==> src/rtl/ifu_lockstep_ctrl_if.sv <==
// Handshake/status bundle between the lockstep sequencer and the IFU buffer
// chain, main core and shadow core.
interface ifu_lockstep_ctrl_if #(
  parameter int unsigned SIG_W  = 32,
  parameter int unsigned ERRC_W = 8
);
  logic              ls_en;
  logic              hold_req;
  logic              main_valid;
  logic [SIG_W-1:0]  main_sig;
  logic              shdw_valid;
  logic [SIG_W-1:0]  shdw_sig;
  logic              err_clr;
  logic              buf_lden;
  logic              shdw_run;
  logic              ls_mismatch;
  logic              ls_err;
  logic [ERRC_W-1:0] err_cnt;
  logic [1:0]        ls_state;

  modport master (
    output ls_en, hold_req, main_valid, main_sig, shdw_valid, shdw_sig, err_clr,
    input  buf_lden, shdw_run, ls_mismatch, ls_err, err_cnt, ls_state
  );

  modport slave (
    input  ls_en, hold_req, main_valid, main_sig, shdw_valid, shdw_sig, err_clr,
    output buf_lden, shdw_run, ls_mismatch, ls_err, err_cnt, ls_state
  );
endinterface

==> src/rtl/ifu_lockstep_ctrl.sv <==
// Lockstep sequencer: fills the DELAY-stage IFU buffer, runs the shadow core
// DELAY loads behind the main core and compares fetch signatures.
module ifu_lockstep_ctrl #(
  parameter int unsigned DELAY  = 2,
  parameter int unsigned SIG_W  = 32,
  parameter int unsigned ERRC_W = 8
) (
  input  logic               clk,
  input  logic               rst,
  ifu_lockstep_ctrl_if.slave bus
);

  if (DELAY < 1 || DELAY > 4) begin : g_delay_range
    $error("ifu_lockstep_ctrl: DELAY must be within 1..4");
  end

  typedef enum logic [1:0] {
    IDLE = 2'd0,
    FILL = 2'd1,
    RUN  = 2'd2,
    HOLD = 2'd3
  } state_t;

  localparam logic [1:0] FILL_LAST = 2'(DELAY - 1);

  state_t           state;
  logic [1:0]       fill_cnt;
  logic [DELAY-1:0] pipe_v;
  logic [SIG_W-1:0] pipe_s [DELAY];
  logic             pv_o;
  logic [SIG_W-1:0] ps_o;
  logic             cmp_en;
  logic             mm;

  // Load enable in FILL follows hold_req combinationally so a stalled fill
  // cycle neither advances the buffer nor the fill count.
  always_comb begin
    bus.buf_lden = 1'b0;
    bus.shdw_run = 1'b0;
    cmp_en       = 1'b0;
    unique case (state)
      FILL: bus.buf_lden = !bus.hold_req;
      RUN: begin
        bus.buf_lden = 1'b1;
        bus.shdw_run = 1'b1;
        cmp_en       = !bus.hold_req;
      end
      default: ;
    endcase
  end

  assign bus.ls_state = state;
  assign pv_o         = pipe_v[DELAY-1];
  assign ps_o         = pipe_s[DELAY-1];
  assign mm = cmp_en & ((pv_o != bus.shdw_valid) |
                        (pv_o & bus.shdw_valid & (ps_o != bus.shdw_sig)));

  always_ff @(posedge clk or posedge rst) begin
    if (rst) begin
      state           <= IDLE;
      fill_cnt        <= '0;
      pipe_v          <= '0;
      for (int unsigned i = 0; i < DELAY; i++) pipe_s[i] <= '0;
      bus.ls_mismatch <= 1'b0;
      bus.ls_err      <= 1'b0;
      bus.err_cnt     <= '0;
    end else begin
      bus.ls_mismatch <= mm;
      // Clear takes effect first so a coincident mismatch still counts once.
      if (bus.err_clr) begin
        bus.ls_err  <= mm;
        bus.err_cnt <= ERRC_W'(mm);
      end else if (mm) begin
        bus.ls_err <= 1'b1;
        if (bus.err_cnt != '1) bus.err_cnt <= bus.err_cnt + 1'b1;
      end

      if (!bus.ls_en) begin
        state    <= IDLE;
        fill_cnt <= '0;
        pipe_v   <= '0;
      end else begin
        if (bus.buf_lden) begin
          pipe_v[0] <= bus.main_valid;
          pipe_s[0] <= bus.main_sig;
          for (int unsigned i = 1; i < DELAY; i++) begin
            pipe_v[i] <= pipe_v[i-1];
            pipe_s[i] <= pipe_s[i-1];
          end
        end
        unique case (state)
          IDLE: state <= FILL;
          FILL: begin
            if (bus.buf_lden) begin
              if (fill_cnt == FILL_LAST) begin
                state    <= RUN;
                fill_cnt <= '0;
              end else begin
                fill_cnt <= fill_cnt + 2'd1;
              end
            end
          end
          RUN:  if (bus.hold_req)  state <= HOLD;
          HOLD: if (!bus.hold_req) state <= RUN;
          default: state <= IDLE;
        endcase
      end
    end
  end

endmodule

==> src/flat_wrapper.sv <==
// flat-port wrapper written by rule: the top's interface ports become plain ports
module ifu_lockstep_ctrl_flat 
#(
  parameter int unsigned DELAY  = 2,
  parameter int unsigned SIG_W  = 32,
  parameter int unsigned ERRC_W = 8
)
  (clk, rst, bus_ls_en, bus_hold_req, bus_main_valid, bus_main_sig, bus_shdw_valid, bus_shdw_sig, bus_err_clr, bus_buf_lden, bus_shdw_run, bus_ls_mismatch, bus_ls_err, bus_err_cnt, bus_ls_state);
  ifu_lockstep_ctrl_if #(.SIG_W(SIG_W), .ERRC_W(ERRC_W)) bus_i ();
  input  logic clk;
  input  logic rst;
  input wire logic [$bits(bus_i.ls_en)-1:0] bus_ls_en;
  input wire logic [$bits(bus_i.hold_req)-1:0] bus_hold_req;
  input wire logic [$bits(bus_i.main_valid)-1:0] bus_main_valid;
  input wire logic [$bits(bus_i.main_sig)-1:0] bus_main_sig;
  input wire logic [$bits(bus_i.shdw_valid)-1:0] bus_shdw_valid;
  input wire logic [$bits(bus_i.shdw_sig)-1:0] bus_shdw_sig;
  input wire logic [$bits(bus_i.err_clr)-1:0] bus_err_clr;
  output wire logic [$bits(bus_i.buf_lden)-1:0] bus_buf_lden;
  output wire logic [$bits(bus_i.shdw_run)-1:0] bus_shdw_run;
  output wire logic [$bits(bus_i.ls_mismatch)-1:0] bus_ls_mismatch;
  output wire logic [$bits(bus_i.ls_err)-1:0] bus_ls_err;
  output wire logic [$bits(bus_i.err_cnt)-1:0] bus_err_cnt;
  output wire logic [$bits(bus_i.ls_state)-1:0] bus_ls_state;
  assign bus_i.ls_en = bus_ls_en;
  assign bus_i.hold_req = bus_hold_req;
  assign bus_i.main_valid = bus_main_valid;
  assign bus_i.main_sig = bus_main_sig;
  assign bus_i.shdw_valid = bus_shdw_valid;
  assign bus_i.shdw_sig = bus_shdw_sig;
  assign bus_i.err_clr = bus_err_clr;
  assign bus_buf_lden = bus_i.buf_lden;
  assign bus_shdw_run = bus_i.shdw_run;
  assign bus_ls_mismatch = bus_i.ls_mismatch;
  assign bus_ls_err = bus_i.ls_err;
  assign bus_err_cnt = bus_i.err_cnt;
  assign bus_ls_state = bus_i.ls_state;
  ifu_lockstep_ctrl #(.DELAY(DELAY), .SIG_W(SIG_W), .ERRC_W(ERRC_W)) u_core (.clk(clk), .rst(rst), .bus(bus_i));
endmodule
==> config.mk <==
export PLATFORM = sky130hd
export DESIGN_NAME = ifu_lockstep_ctrl_flat
export DESIGN_NICKNAME = d
export VERILOG_FILES = /design/src/rtl/ifu_lockstep_ctrl_if.sv /design/src/rtl/ifu_lockstep_ctrl.sv /design/src/flat_wrapper.sv
export SDC_FILE = /design/constraint.sdc
export NUM_CORES = 1
export LEC_CHECK = 0
export BUFFER_PORTS_ARGS = -buffer_cell sky130_fd_sc_hd__buf_2
export CAP_MARGIN = 40
export CORE_MARGIN = 2
export CORE_UTILIZATION = 30
export CTS_BUF_LIST = sky130_fd_sc_hd__clkbuf_16
export DETAILED_ROUTE_END_ITERATION = 10
export HOLD_SLACK_MARGIN = 0.06
export PLACE_DENSITY = 0.63
export SYNTH_ARGS = -nofsm -noshare
export SYNTH_HDL_FRONTEND = slang
export SYNTH_SLANG_ARGS = --single-unit
==> constraint.sdc <==
create_clock -name clk -period 2.5 [get_ports clk]
set_clock_uncertainty 0.05 [all_clocks]
set_input_delay 0.625 -clock clk [delete_from_list [all_inputs] [get_ports clk]]
set_output_delay 0.625 -clock clk [all_outputs]
set_load 0.005 [all_outputs]
==> impl_metrics.toml <==
[yosys]
synth_top_flop_cell = "dfrtp_1"
syn_nets = 352
yosysSeqAreaShare_pct = 54.1
yosysUniqueCellTypes = 38
async_flop_share_pct = 100
syn-cell-area_mm2 = 0.00370
yosys-top-cells-area = "dfrtp_1 (54%), mux2_2 (20%), xor2_1 (7.6%)"
yosys_warnings = 0
synth_edf_count = 0
yosys.area.top_type = "dfrtp_1"
ys_ff_latch = 80
netlist_instances = 275
synth_top_area_share_pct = 54.1
synth.avg_cell_area_um2 = 13.5

[drt]
drc = 0
vias_per_cell = 4.62
final_antenna_net_count = 0
avgRoutedWirePerCell_um = 13.8
drt_wl_total_um = 7180
drt_pass1_iterations = 4
drt_iter0_markers = 123
vias = 2407

[placement]
io_buffers = 84
hpwl_um = 5250
dp_cells = 505
gp_congestion = 0.703

[timing]
grt_setup_unrepaired = "no"
fmax_mhz = 437
slew_viol_final = 0
finalSetupTns_ns = 0
hold_viol_final = 0
period_share_pct = 91.6
finalCriticalPeriod_ns = 2.29
worst_slew_pin_slew_ns = 0.515
slew-limit-headroom_pct = 65.7
finalSetupViolCount = 0
hold_ws_ns = 0.183

[worst_setup_path]
cp.required_ns = 1.82
r2r-end = "u_core.bus.err_cnt[6]"
worstPathMaxFanout = 7
cp-start-kind = "flop"
crit_start = "u_core.bus.ls_state[1]"
crit_arrival_ns = 1.61
end_kind = "output port"
r2r-start = "u_core.ps_o[29]"
r2r_slack_ns = 0.24
crit_type = "reg2out"
crit_path_end = "bus_buf_lden"
reg2regPathDepth = 7

[clock_network]
postCtsSetupRepairBufs = 0
cts_tree = "yes"
clock_latency_ns = 0.34
cts_sinks = 80
cts_root_buf = "clkbuf_16"
cts.clk_slew.worst_paths_ns = 0.06
cts_resized = 0
htreeDepth = 3
cts_buffer_depth = 2
cts_hold_buf = 0
numCtsBuffers = 9

[layout]
fillCellCount = 1152
final_common_cell = "buf_2"
num-nets-final = 446
n_antenna_cell = 0
fin_util_pct = 38.7
multiInputGateArea_mm2 = 0.00165
mostFrequentLayoutCells = "buf_2 (84), dfrtp_1 (80), mux2_2 (65)"
syn_to_final_growth_pct = 25.7
final_cells = 521
drive_gt1_share_pct = 48.7
regArea_mm2 = 0.00200

[global_route]
antenna_found_initial = 1
grt_remaining_overflow = 0
grt_usage_pct = 12.1
grt_pass1_wl_um = 12200
grt_pass1_vias = 2511
grt_max_degree = 65

[flow_run]
max_cap_viol_count = 0

[die]
die_x_um = 115
ioPinCount = 85
rows = 40
fp.dieH_um = 115
fp.coreArea_mm2 = 0.0120
floorplan.initialDensity_pct = 30.8
dieArea_mm2 = 0.0132

[pwr]
p_total_mw = 4.69
leakagePower_nw = 2.26
ir_drop_mv = 0.568
p_per_area_mw_per_mm2 = 1010

[run_status]
status = "finished, final reports clean"

[min_path]
worstHoldPathType = "in2async"
-- cells in the mapped netlist, types with 2 or more instances --
master and instances:
mux2_1 5, dfrtp_1 80, nor4_2 4, mux2_2 65, mux2i_1 3, nand2_1 6, xor2_1 32, nor2_1 10
and4_1 3, o21ai_0 2, a21oi_1 5, nand4_1 2, nor4_1 4, nand3_1 4, inv_1 5, nor2b_1 10
ha_1 6, nand2b_1 2, buf_2 6, and2_1 3
-- through the flow --
step | instance area (µm²) | setup slack [ns]
finish | 4650 | 0.210
global route | 4650 | 0.0989
CTS | 4650 | 0.0860
detailed placement | 4350 | -0.199
global placement | 4350 | -0.115
floorplan | 3700 | 0.427
-- worst max-delay path, stage by stage (launching register included) --
cell     delay [ns]
dfrtp_1        0.42
inv_1          0.12
ha_1           0.23
nor2b_1        0.15
o21a_2         0.23
buf_2          0.15
-- worst min path at each step --
stage | startpoint | endpoint | slack (ns) | cells after the start
floorplan | u_core.fill_cnt[0] | u_core.fill_cnt[1] | 0.42 | 1
global placement | u_core.pipe_s[40] | u_core.ps_o[8] | 0.43 | 1
detailed placement | u_core.pipe_s[40] | u_core.ps_o[8] | 0.44 | 1
CTS | rst | u_core.pipe_s[57] | 0.18 | 2
global route | rst | u_core.ps_o[12] | 0.19 | 2
finish | rst | u_core.pipe_s[57] | 0.18 | 2
-- area by class of cell --
type	instances	area share, %
Sequential cell	80	43.0
Multi-Input combinational cell	182	35.4
Timing Repair Buffer	91	10.7
Clock buffer	9	4.84
Tap cell	147	3.95
Clock inverter	7	1.56
Inverter	5	0.484
-- cell families (layout without fill, tap and decap cells) --
logic type,count (synthesis),in the layout,synth area share [%]
multiplexers,73,73,22.1
AND/OR/NAND/NOR,53,53,8.86
AO/OA/AOI/OAI,17,17,3.48
adder cells (fa/ha/maj),6,6,2.03
XOR/XNOR,33,33,7.81
flip-flops,80,80,54.1
buffers and inverters,13,112,1.62
-- layer usage --
metal / up-vias / wire length (µm) / track usage [%]
met5: - / 0 / 0
met1: 1172 / 3050 / 14.3
li1: 1157 / - / -
met4: 0 / 89 / 3.86
met3: 7 / 610 / 6.11
met2: 71 / 3430 / 19.2
-- registers in the layout (all words and copies together), names as in the netlist --
register                count
u_core.pipe_s              32
u_core.ps_o                32
u_core.bus.err_cnt          8
u_core.bus.ls_state         2
u_core.fill_cnt             2
u_core.pipe_v               2
u_core.bus.ls_err           1
u_core.bus.ls_mismatch      1
-- power by group --
part | switching, mW | internal [mW] | leakage (nW)
clock network | 0.527 | 0.774 | 0.147
registers | 0.293 | 1.82 | 1.01
logic | 0.506 | 0.771 | 1.10
Power figures use the tool's default switching activity.
